===== src/rtl/fifo_stream_reader.sv =====
`default_nettype none
// ------------------------------------------------------------------------
// fifo_stream_reader: drains a FWFT async-FIFO read port into a 2-entry
// valid/ready stream with flush. word_count built only with READER_STATS_EN.
// Rev 1.0
// ------------------------------------------------------------------------
module fifo_stream_reader #(
  parameter int WIDTH = 32
) (
  input  logic             clk,
  input  logic             reset_n,
  input  logic             fifo_empty,
  input  logic [WIDTH-1:0] fifo_read_data,
  output logic             fifo_read_en,
  input  logic             flush,
  output logic             flush_busy,
  output logic [WIDTH-1:0] m_data,
  output logic             m_valid,
  input  logic             m_ready,
  output logic [15:0]      word_count
);

  typedef enum logic [0:0] {RUN = 1'b0, FLUSH = 1'b1} state_t;

  state_t           r_state, w_state_next;
  logic [1:0]       r_rst_sync;
  logic [1:0]       r_occ, w_occ_next;
  logic [WIDTH-1:0] r_buf0, r_buf1;
  logic [WIDTH-1:0] w_buf0_next, w_buf1_next;
  logic             w_pop, w_xfer;

  // Reset assertion is immediate; release reaches the pop logic two edges later.
  always_ff @(posedge clk or negedge reset_n) begin
    if (!reset_n) r_rst_sync <= 2'b00;
    else          r_rst_sync <= {r_rst_sync[0], 1'b1};
  end

  always_comb begin
    fifo_read_en = 1'b0;
    if (r_rst_sync[1]) begin
      if (r_state == FLUSH) fifo_read_en = !fifo_empty;
      else                  fifo_read_en = !fifo_empty && (r_occ < 2'd2);
    end
  end

  assign m_valid    = (r_state == RUN) && (r_occ != 2'd0);
  assign flush_busy = (r_state == FLUSH);
  assign m_data     = r_buf0;
  assign w_pop      = fifo_read_en && !fifo_empty;
  assign w_xfer     = m_valid && m_ready;

  always_comb begin
    w_state_next = r_state;
    w_occ_next   = r_occ;
    w_buf0_next  = r_buf0;
    w_buf1_next  = r_buf1;
    case (r_state)
      RUN: begin
        if (flush) begin
          // Any word popped on this edge is discarded along with the buffer.
          w_state_next = FLUSH;
          w_occ_next   = 2'd0;
        end else begin
          case (r_occ)
            2'd0: begin
              if (w_pop) begin
                w_buf0_next = fifo_read_data;
                w_occ_next  = 2'd1;
              end
            end
            2'd1: begin
              if (w_pop && w_xfer) begin
                w_buf0_next = fifo_read_data;
              end else if (w_xfer) begin
                w_occ_next = 2'd0;
              end else if (w_pop) begin
                w_buf1_next = fifo_read_data;
                w_occ_next  = 2'd2;
              end
            end
            default: begin
              if (w_xfer) begin
                w_buf0_next = r_buf1;
                w_occ_next  = 2'd1;
              end
            end
          endcase
        end
      end
      FLUSH: begin
        if (fifo_empty) w_state_next = RUN;
      end
      default: w_state_next = RUN;
    endcase
  end

  always_ff @(posedge clk or negedge reset_n) begin
    if (!reset_n) begin
      r_state <= RUN;
      r_occ   <= 2'd0;
      r_buf0  <= '0;
      r_buf1  <= '0;
    end else begin
      r_state <= w_state_next;
      r_occ   <= w_occ_next;
      r_buf0  <= w_buf0_next;
      r_buf1  <= w_buf1_next;
    end
  end

`ifdef READER_STATS_EN
  logic [15:0] r_word_count;

  always_ff @(posedge clk or negedge reset_n) begin
    if (!reset_n)    r_word_count <= 16'd0;
    else if (w_xfer) r_word_count <= r_word_count + 16'd1;
  end

  assign word_count = r_word_count;
`else
  assign word_count = 16'd0;
`endif

endmodule
`default_nettype wire


===== config.mk =====
export PLATFORM = sky130hd
export DESIGN_NAME = fifo_stream_reader
export DESIGN_NICKNAME = d
export VERILOG_FILES = /design/src/rtl/fifo_stream_reader.sv
export SDC_FILE = /design/constraint.sdc
export NUM_CORES = 1
export LEC_CHECK = 0
export BUFFER_PORTS_ARGS = -buffer_cell sky130_fd_sc_hd__buf_4
export CAP_MARGIN = 20
export CELL_PAD_IN_SITES_DETAIL_PLACEMENT = 0
export CELL_PAD_IN_SITES_GLOBAL_PLACEMENT = 2
export CORE_AREA = 10 10 95 118
export DETAILED_ROUTE_END_ITERATION = 8
export DIE_AREA = 0 0 105 128
export HOLD_SLACK_MARGIN = 0.08
export PLACE_DENSITY_LB_ADDON = 0.12
export SYNTH_ARGS = -nofsm -noshare
export SYNTH_HDL_FRONTEND = slang
export SYNTH_SLANG_ARGS = --single-unit

===== constraint.sdc =====
create_clock -name clk -period 3.1 [get_ports clk]
set_input_delay 0.31 -clock clk [delete_from_list [all_inputs] [get_ports clk]]
set_output_delay 0.31 -clock clk [all_outputs]
set_load 0.05 [all_outputs]

After elaboration in Yosys (flattened, before gate mapping)
Cells that the tools add are included.
{"block": "classes", "eq_ne": 6, "n_mux": 16, "multipliers": 0, "shifts": 0, "order_cmp": 1, "reduce_logical": 13, "n_div": 0, "bitwise": 4, "n_addsub": 0}
{"op": "32-bit two-way mux", "count": 3}
{"op": "32-bit case mux with 2 select lines", "count": 1}
{"op": "2-bit two-way mux", "count": 6}
{"op": "5-bit AND reduction", "count": 2}
{"op": "3-bit != test (second input constant)", "count": 2}
{"op": "6-bit AND reduction", "count": 1}
{"op": "1-bit logical AND", "count": 5}
{"op": "1-bit two-way mux", "count": 4}
{"op": "2-bit != test (second input constant)", "count": 2}
{"op": "4-bit != test (second input constant)", "count": 1}
{"op": "1-bit NOT", "count": 4}
{"op": "2-bit case mux with 2 select lines", "count": 1}
{"op": "4-bit nonzero test", "count": 1}
{"op": "3-bit nonzero test", "count": 1}
{"op": "2-bit by 1-bit == test with 1-bit output (second input constant)", "count": 1}
{"op": "2-bit logical NOT", "count": 1}
{"op": "2-bit less-than comparator (second input constant)", "count": 1}
{"op": "1-bit case mux with 2 select lines", "count": 1}
{"op": "2-bit nonzero test", "count": 1}
{"op": "1-bit logical NOT", "count": 1}
{"block": "totals", "inputBits": 37, "latchBits": 0, "mem_bits_ro": 0, "n_memories": 0, "register_bits": 69, "output_inout_bits": 51, "mem_bits_rw": 0}

Longest topological paths before layout
{"block": "logic_depth", "depth_word": 10, "ltp_mapped": 5}

Least setup slack after synthesis
No wires, ideal clock.
{"block": "synth_path", "path_type": "reg-to-output", "start": "reg r_state (netlist: flush_busy)", "end": "out fifo_read_en", "n_path_buf": 0, "path_stages_with_launch": 3, "arrival_ns": 1.984, "required_time_ns": 2.790, "setup_slack_ns": 0.806, "cell_sequence": "dfrtp_1 > inv_1 > a21boi_0"}
{"block": "synth_via", "elab_chain_cells": 2}
{"element": "start, declared", "line_no": "25", "rtl": "state_t r_state, w_state_next;"}
{"element": "start signal, assigned", "line_no": "104", "rtl": "r_state <= w_state_next;"}
{"element": "1-bit two-way mux", "line_no": "41", "rtl": "if (r_state == FLUSH) fifo_read_en = !fifo_empty;"}
{"element": "1-bit two-way mux", "line_no": "40", "rtl": "if (r_rst_sync[1]) begin"}
{"element": "end, declared", "line_no": "14", "rtl": "output logic fifo_read_en,"}
No other way between the ends.

Worst setup path after layout
{"block": "layout_path", "start": "reg r_state (netlist: flush_busy)", "end": "reg r_buf0[26] (netlist: m_data[26])"}
{"block": "layout_via", "elab_chain_cells": 6, "elab_cells_between_ends": 11}
{"element": "1-bit two-way mux / 1-bit NOT (equally long branches)"}
{"element": "1-bit two-way mux / 1-bit logical AND (equally long branches)", "line_no": "40, 46"}
{"element": "1-bit logical AND (on tied branches)", "line_no": "49, 50"}
{"element": "1-bit logical AND", "line_no": "72", "rtl": "if (w_pop && w_xfer) begin"}
{"element": "2-bit != test (no source line)"}
{"element": "5-bit AND reduction (no source line) *"}
{"element": "end signal, assigned", "line_no": "106", "rtl": "r_buf0 <= w_buf0_next;"}
{"element": "end, declared", "line_no": "28", "rtl": "logic [WIDTH-1:0] r_buf0, r_buf1;"}
Mark *: on every way between the ends. The rest lies on a longest branch, timed or not.
A chain may end at the register's enable or synchronous reset.

==> summary.md <==
| Metric | Value |
|---|---|
| Core area | `8980 um2` |
| Ant. Diodes | `0` |
| Largest net degree at the start of global routing | `70` |
| Final hold violations | `0` |
| Max Root-Sink Buffers | `2` |
| Endpoints failing setup | `0` |
| Status | `complete, no violations` |
| Routed vias | `between 1500 and 2000` |
| Sequential area share after synthesis | `a little over 50%` |
| CTS resizes | `0` |
| Initial Utilization | `a little under two fifths` |
| Remaining DRCs | `0` |
| Total Power | `roughly 0.0043 W` |
| GRT Overall Usage | `about 11%` |
| Slew at the pin closest to its max-slew limit | `roughly 0.86 ns` |
| Max Cap Viol | `0` |
| WL per Instance | `16.8 um` |
| Multiplexer area fraction after synthesis | `between 30% and 40%` |
| Drt first-iter violations | `33` |
| Slew margin rel. | `between 40% and 50%` |
| DIE HEIGHT | `around 130 um` |
| Die X | `105 um` |
| Maximum VDD drop | `about 460 uV` |
| Simple-Gate Fraction of Synth Area | `under 10%` |
| Leading area contributor after synthesis | `dfrtp_1` |
| Clock Skews | `0.00764 ns` |
| Layout area overhead | `27.6%` |
| # nets final | `approximately 320` |
| Clock slew at reported path FFs | `0.06 ns` |
| Cell variety after synth | `19` |
| Pwr dens | `approximately 1000 nW/um2` |
| Final Cycle Share | `between 60 and 70%` |
| Leakage | `between 2 and 2.5 nW` |
| Adder-cell share of the synthesized area | `0%` |
| # rows | `39` |
| CTS root buf | `clkbuf_16` |
| Peak Freq | `525 MHz` |
| Post-synthesis xor/xnor area fraction | `0%` |
| Multi-input gate area | `between 1000 and 1500 um2` |
| Syn Area/Cell | `16.0 um2` |
| Finished Layout Cells | `~410` |
| Setup TNS | `0 ns` |
| Number of global-route vias before repair | `approximately 2200` |
| Cts hold-fix bufs | `0` |
| FILL cells | `838` |
| Register area | `about 1700 um2` |
| Final GP Congestion | `0.678` |
| Vias/cell | `4.49` |
| Synth Area in Compound Gates | `roughly 1.8%` |
| Flop-to-flop setup slack | `roughly 1.2 ns` |
| Layout cells sized above 1 | `approximately two thirds` |
| Type of the tightest min-delay check | `in2async` |
| Crit-path max FO | `32` |
| Kind of critical path | `reg2reg` |
| Final WL | `between 6 and 7 mm` |
| Flops & latches, synth | `a little under 70` |
| First-pass GRT wire length | `between 10 and 15 mm` |
| Largest family of logic cells by synthesized area | `multiplexers` |
| Commonest cells after routing, fill and taps aside | `buf_4 (74), dfrtp_1 (68), mux2_4 (60)` |
| Placed cell count | `around 400` |
| CP Data Required Time | `3.31 ns` |
| Crit path capture type | `flip-flop` |
| Remaining global-route overflow | `0` |
| Yosys warns | `0` |
| Setup crit start kind | `flip-flop` |
| RSZ-0062 raised after global routing | `false` |
| Drt pass-1 iters | `4` |
| Num Clock Sinks | `between 60 and 70` |
| Crit. Startpoint | `flush_busy` |
| Worst Hold Margin | `0.0983 ns` |
| Commonest non-fill, non-tap cell in the layout | `buf_4` |
| Die area | `about 13000 um2` |
| Num CTS Buffers | `9` |
| Setup Buffers After CTS | `0` |
| R2R depth | `3` |
| Worst r2r dst | `m_data[26]` |
| IO buf count | `between 70 and 80` |
| I/O Pins | `between 80 and 90` |
| Syn Std Cell Area | `3380 um2` |
| Max-slew violation count | `0` |
| Post-synth top area share | `around half` |
| Htree depth | `3` |
| Remaining antenna violation count after routing | `0` |
| Worst r2r src | `flush_busy` |
| Critical path endpoint | `m_data[26]` |
| Initial antenna violation count | `0` |
| Post-detail-place hpwl | `approximately 4.7 mm` |
| Top cells by area, synth | `dfrtp_1 (51%), mux2_4 (27%), mux2_2 (12%)` |
| Worst skew pair latency | `about 0.33 ns` |
| TritonCTS clock tree | `yes` |
| Tmin final | `1.90 ns` |
| Syn Inst Count | `212` |
| Critical path data arrival time | `around 2.1 ns` |
[sequential cells by signal (all words and copies together) (netlist names)]
name / flops
r_buf1: 32
m_data: 32
flush_busy: 1
r_occ: 2
r_rst_sync: 2
[worst max-delay path, cell delays in order, from the launching register on]
cell and delay (ns):
dfrtp_1 0.46, nor2_1 0.22, o221a_4 0.69, mux2_2 0.40
[logic make-up after synthesis]
kind of cell,after synthesis
mux,96
simple gates,10
compound gates,8
other cells,2
buf+inv,27
flops,69
[metal layers]
layer	GRT usage (%)	wire length, um	vias up
li1	-	-	867
met1	13.8	3260	926
met2	16.3	3290	57
met3	3.02	296	10
met4	4.85	124	0
met5	0	0	-
[synthesized netlist by cell type]
master	count
a21oi_1	2
nor2b_2	1
nor3b_2	1
buf_2	3
o221a_4	1
o21ai_0	2
a31oi_1	1
mux2_2	36
a2bb2oi_1	1
buf_4	16
inv_1	1
a21boi_0	1
dfrtp_1	69
nor2_1	6
mux2_4	60
nand3_2	1
buf_6	7
and2b_1	1
conb_1	2
[worst min path at each step]
stage | startpoint | to | slack (ns)
after floorplan | reset_n | flush_busy | 0.01
after global placement | r_rst_sync[0] | r_rst_sync[1] | 0.33
after detailed placement | r_rst_sync[0] | r_rst_sync[1] | 0.34
after CTS | reset_n | m_data[4] | 0.15
after global routing | reset_n | m_data[4] | 0.18
final | reset_n | m_data[4] | 0.1
[power breakdown]
part | internal, W | switching [W] | leakage, nW
Sequential | 0.00117 | 0.000166 | 0.882
Combinational | 0.000663 | 0.000993 | 1.10
Clock | 0.000914 | 0.000390 | 0.186
Total | 0.00275 | 0.00155 | 2.16
[metrics by stage]
step	util [%]	setup slack (ns)	area [um2]
2_1_floorplan	-	0.806	3440
3_3_place_gp	43.8	1.17	3940
3_5_place_dp	43.8	1.17	3940
4_1_cts	48.1	1.18	4320
5_1_grt	48.1	1.07	4320
6_report	48.1	1.20	4320
[layout make-up]
cell class | instances | area share (%)
clock inverters | 5 | 2.99
flip-flops and latches | 69 | 40.0
clock buffers | 11 | 5.86
inverters | 1 | 0.0870
repair buffers | 74 | 12.9
multi-input cells | 131 | 34.6
well taps | 123 | 3.57
(Power assumes the default switching activity.)
